[src/rtl/input_port_buffer.sv]
// Per-port NoC input stage: flit FIFO, XY route computation, route reservation and forwarding.
// Optional saturating count of dropped malformed flits, enabled by INPUT_PORT_DROP_COUNT_EN.
module input_port_buffer #(
    parameter int N          = 5,
    parameter int DATA_WIDTH = 8,
    parameter int COORD_W    = 2,
    parameter int FIFO_DEPTH = 4,
    parameter int X_POS      = 0,
    parameter int Y_POS      = 0
) (
    input  logic                    clk,
    input  logic                    rst,
    input  logic [DATA_WIDTH-1:0]   in_data,
    input  logic                    in_valid,
    output logic                    in_ready,
    output logic                    req_valid,
    output logic [$clog2(N)-1:0]    req_dir,
    input  logic                    req_grant,
    output logic                    route_rel,
    output logic [DATA_WIDTH-1:0]   out_data,
    output logic                    out_valid,
    input  logic                    out_ready,
    output logic [7:0]              drop_count
);

    localparam int DIR_W = $clog2(N);
    localparam int AW    = $clog2(FIFO_DEPTH);

    localparam logic [DIR_W-1:0] DirNorth = DIR_W'(0);
    localparam logic [DIR_W-1:0] DirSouth = DIR_W'(1);
    localparam logic [DIR_W-1:0] DirWest  = DIR_W'(2);
    localparam logic [DIR_W-1:0] DirEast  = DIR_W'(3);
    localparam logic [DIR_W-1:0] DirLocal = DIR_W'(4);

    localparam logic [COORD_W-1:0] XPos = COORD_W'(X_POS);
    localparam logic [COORD_W-1:0] YPos = COORD_W'(Y_POS);

    typedef enum logic [2:0] {
        StIdle,
        StRoute,
        StRequest,
        StForward,
        StRelease
    } stateT;

    stateT state, stateNext;

    logic [DATA_WIDTH-1:0] mem [FIFO_DEPTH];
    logic [AW:0]           wrPtr, rdPtr;
    logic                  full, empty, push, pop;
    logic [DATA_WIDTH-1:0] headFlit;
    logic                  headIsHead, headIsTail;

    logic [COORD_W-1:0]    destX, destY;
    logic [DIR_W-1:0]      xyDir, routeDir;
    logic                  routeLoad;
    logic                  fwdValid;

    // ------------------------------------------------------------------ FIFO
    // Extra pointer bit separates full (MSBs differ) from empty (pointers equal).
    assign empty    = (wrPtr == rdPtr);
    assign full     = (wrPtr[AW] != rdPtr[AW]) && (wrPtr[AW-1:0] == rdPtr[AW-1:0]);
    assign in_ready = !full;
    assign push     = in_valid && !full;

    always_ff @(posedge clk) begin
        if (push) begin
            mem[wrPtr[AW-1:0]] <= in_data;
        end
    end

    always_ff @(posedge clk or negedge rst) begin
        if (!rst) begin
            wrPtr <= '0;
            rdPtr <= '0;
        end else begin
            if (push) begin
                wrPtr <= wrPtr + 1'b1;
            end
            if (pop) begin
                rdPtr <= rdPtr + 1'b1;
            end
        end
    end

    assign headFlit   = mem[rdPtr[AW-1:0]];
    assign headIsHead = headFlit[DATA_WIDTH-2];
    assign headIsTail = headFlit[DATA_WIDTH-1];

    // ------------------------------------------------------------------ XY route
    assign destX = headFlit[COORD_W-1:0];
    assign destY = headFlit[2*COORD_W-1:COORD_W];

    always_comb begin
        if (destX > XPos) begin
            xyDir = DirEast;
        end else if (destX < XPos) begin
            xyDir = DirWest;
        end else if (destY > YPos) begin
            xyDir = DirNorth;
        end else if (destY < YPos) begin
            xyDir = DirSouth;
        end else begin
            xyDir = DirLocal;
        end
    end

    always_ff @(posedge clk or negedge rst) begin
        if (!rst) begin
            routeDir <= '0;
        end else if (routeLoad) begin
            routeDir <= xyDir;
        end
    end

    assign req_dir = routeDir;

    // ------------------------------------------------------------------ control FSM
    always_ff @(posedge clk or negedge rst) begin
        if (!rst) begin
            state <= StIdle;
        end else begin
            state <= stateNext;
        end
    end

    always_comb begin
        stateNext = state;
        pop       = 1'b0;
        routeLoad = 1'b0;
        req_valid = 1'b0;
        fwdValid  = 1'b0;
        route_rel = 1'b0;
        unique case (state)
            StIdle: begin
                if (!empty) begin
                    if (headIsHead) begin
                        routeLoad = 1'b1;
                        stateNext = StRoute;
                    end else begin
                        // Stray body/tail with no open route: discard it.
                        pop = 1'b1;
                    end
                end
            end
            StRoute: begin
                stateNext = StRequest;
            end
            StRequest: begin
                req_valid = 1'b1;
                if (req_grant) begin
                    stateNext = StForward;
                end
            end
            StForward: begin
                fwdValid = !empty;
                if (fwdValid && out_ready) begin
                    pop = 1'b1;
                    if (headIsTail) begin
                        stateNext = StRelease;
                    end
                end
            end
            StRelease: begin
                route_rel = 1'b1;
                stateNext = StIdle;
            end
            default: begin
                stateNext = StIdle;
            end
        endcase
    end

    assign out_valid = fwdValid;
    assign out_data  = fwdValid ? headFlit : '0;

    // ------------------------------------------------------------------ drop counter
`ifdef INPUT_PORT_DROP_COUNT_EN
    logic       dropEvent;
    logic [7:0] dropCnt;

    assign dropEvent = (state == StIdle) && !empty && !headIsHead;

    always_ff @(posedge clk or negedge rst) begin
        if (!rst) begin
            dropCnt <= 8'd0;
        end else if (dropEvent && (dropCnt != 8'hFF)) begin
            dropCnt <= dropCnt + 8'd1;
        end
    end

    assign drop_count = dropCnt;
`else
    assign drop_count = 8'd0;
`endif

endmodule
[config.mk]
export PLATFORM = sky130hd
export DESIGN_NAME = input_port_buffer
export DESIGN_NICKNAME = d
export VERILOG_FILES = /design/src/rtl/input_port_buffer.sv
export SDC_FILE = /design/constraint.sdc
export NUM_CORES = 1
export LEC_CHECK = 0
export ABC_AREA = 1
export CELL_PAD_IN_SITES_DETAIL_PLACEMENT = 1
export CELL_PAD_IN_SITES_GLOBAL_PLACEMENT = 1
export CORE_MARGIN = 4
export CORE_UTILIZATION = 41
export CTS_CLUSTER_SIZE = 16
export DETAILED_ROUTE_END_ITERATION = 16
export PLACE_DENSITY_LB_ADDON = 0.1
export RECOVER_POWER = 50
export SYNTH_ARGS = -nofsm -noshare
export SYNTH_HDL_FRONTEND = slang
export SYNTH_SLANG_ARGS = --single-unit
[constraint.sdc]
create_clock -name clk -period 1.71 [get_ports clk]
set_input_delay 0.4275 -clock clk [delete_from_list [all_inputs] [get_ports clk]]
set_output_delay 0.4275 -clock clk [all_outputs]
set_load 0.05 [all_outputs]
==> impl_results.md <==
* Post-synthesis sequential area ratio at 58.05%
* Crit-path max FO at 4
* Pre-CTS WS at -0.02531 ns
* Syn_area_per_cell at 10.39 um2
* Tcrit/Tclk final at 117.3%
* Min Clock Period, post-route at 2.006 ns
* First drt pass iteration count at 4
* Synthesized area at 2130 um2
* Peak Freq at 498.5 MHz
* Final WL at 6.029 mm
* Busiest grt layer: met2
* Post-DP HPWL at 3.739 mm
* Pin count of the biggest net entering global routing at 15
* Final Max Slew Viols at 0
* Area share of the largest cell type after synthesis at 45.12%
* Die Height at 80.07 um
* First-pass GRT wire length at 8.983 mm
* Post-DR wirelength/cell at 18.05 um
* Peak supply drop at 0.0009702 V
* Clock sinks at 43
* Primary FF master, synth: edfxtp_1
* Area growth, synth to finish at 48.77%
* Clk Latency, worst-skew pair at 0.30 ns
* RePlAce Congestion at 0.7728
* TritonCTS clock tree: yes
* Setup crit start: rdPtr[0]
* Critical path endpoint category: primary output
* Antenna viol nets, final at 0
* Initial Utilization at 43.64%
* Antenna fix cells at 0
* EDFF count, synth at 32
* Fin util at 64.92%
* Maximum buffer depth of the clock tree at 2
* RSZ-0062 raised after global routing: true
* H-tree depth at 2
* Vias in the first global route at 1788
* Leading area contributor after synthesis: edfxtp_1
* CP arrival at 1.58 ns
* #FFs+latches synth at 43
* Required time of the critical path at 1.28 ns
* Initial antenna violation count at 0
* WHS at 0.4864 ns
* PD cells at 2112 nW/um2
* Async SR Flop Fraction at 25.58%
* Met3 Resource Use GR at 4.148%
* Final setup fails at 10
* Failing checks: setup timing
* Total GRT Usage at 19.31%
* Detailed Route Iter0 Violations at 88
* Synth area leaders: edfxtp_1 (45%), dfrtp_1 (13%), nand2_1 (7.6%)
* Met1 GRT Util at 20.41%
* Setup WS post-layout at -0.2959 ns
* CP Launch Type: flop
* Root Driver: clkbuf_8
* Layout net count at 284
* Hold_buf cts at 0
* Total gr overflow at 0
* Post-synthesis cell type count at 28
* Synth Warn # at 0
* IO Port Bufs at 27
* Count of mapped cells out of synthesis at 205
* Hold Path Class: input pin to asynchronous set/reset pin
* CORE AREA at 4880 um2
* Post-DR vias/cell at 4.958
* Commonest non-fill, non-tap cell in the layout: nand2_1
* Grt met2 use at 35.68%
* Rows at 25
* Slew headroom at 60.71%
* Die X-Extent at 80.07 um
* Static Leak at 1.313 nW
* Total power at 6.691 mW
* Die area at 6411 um2
* Num CTS Buffers at 5
* Outcome: finished with violations
* Commonest cells after routing, fill and taps aside: nand2_1 (33), edfxtp_1 (32), buf_4 (28)
* Worst-margin pin slew at 0.5875 ns
* IO Pins at 36
* Reg clk slew, reported paths at 0.09 ns
* Vias at 1656
* Worst reg2reg startpoint: rdPtr[0]
* CP Class: flop to primary output
* Max-Cap Viols at 0
* Final hold violation count at 0
* Layout cells sized above 1 at 44.19%
* Max Clock Skew at 0.01196 ns
* DR DRC count at 0
[final timing paths]
kind	to	slack, ns	depth (start not counted)
worst max-delay path	out_data[1]	-0.30	7
worst min-delay path	req_dir[1]	0.49	1
worst max register to register	wrPtr[2]	0.04	9
worst min register to register	req_dir[2]	0.50	2
max in group asynchronous	rdPtr[1]	0.81	1
min in group clk	req_dir[2]	0.50	2
[metrics by stage]
stage,std cells,setup TNS [ns],cell area (um2)
2_1_floorplan,212,-0.7835,2200
3_3_place_gp,309,0,2739
3_5_place_dp,309,-0.05167,2739
4_1_cts,324,-2.348,2998
5_1_grt,334,-4.251,3168
6_report,334,-2.531,3168
[synth_stat cells (2+ instances only)]
library cell   n
a21oi_1        5
buf_4         10
buf_6          2
dfrtp_1       11
edfxtp_1      32
ha_1           5
inv_1         14
inv_2          3
nand2_1       43
nand2_2       13
nand2_4        3
nand3_1       14
nand4_1        2
nor2_1        20
nor2_2         2
nor2_4         3
nor3_1         2
o21ai_0        6
o21ai_1        4
xor2_1         3
[power by group]
part,switching [mW],internal (mW)
Sequential,0.192,1.43
Clock,0.353,0.480
Combinational,2.51,1.72
Total,3.05,3.64
[metal layers]
| layer | wire length [um] | part of all wire, % | up-vias |
|---|---|---|---|
| li1 | - | - | 779 |
| met1 | 2300 | 38 | 813 |
| met2 | 3272 | 54 | 47 |
| met3 | 239 | 4.0 | 17 |
| met4 | 216 | 3.6 | 0 |
| met5 | 0 | 0 | - |
[what timing repair did]
item                                    4_1_cts  5_1_grt
resized for setup                            24       27
setup buffers                                 6       10
gates cloned                                  1        0
endpoints found under the setup margin       11       34
pin swaps                                     6       13
[flip-flops by register name, summed over array words and instances (netlist names)]
signal and flops:
mem 32, rdPtr 3, req_dir 2, state 3, wrPtr 3
[critical path, cell delays in order, from the launching register on]
cell and delay, ns:
dfrtp_1 0.44, inv_2 0.14, buf_4 0.15, nand2_1 0.06
nand3_1 0.07, nand2_1 0.09, nor2_2 0.17, buf_12 0.15
[logic make-up (layout without fill, tap and decap cells)]
| group | count (synthesis) | count (layout) | synth area share, % |
|---|---|---|---|
| compound gates | 15 | 15 | 3.525 |
| xor+xnor | 3 | 3 | 1.234 |
| fa+ha+maj | 5 | 5 | 2.938 |
| buf+inv | 32 | 86 | 8.813 |
| flops | 43 | 43 | 58.05 |
| other cells | 1 | 8 | 0.1761 |
| simple gates | 106 | 107 | 25.26 |
[layout make-up]
cell class                 count  area, um2
clock buffer                   6      82.58
multi-input combinational    138      943.4
timing repair buffer          60      704.4
sequential                    43       1237
tap                           67      83.83
inverter                      18      77.57
fill                         525       1712
clock inverter                 2      38.79
Power figures use the tool's default switching activity.
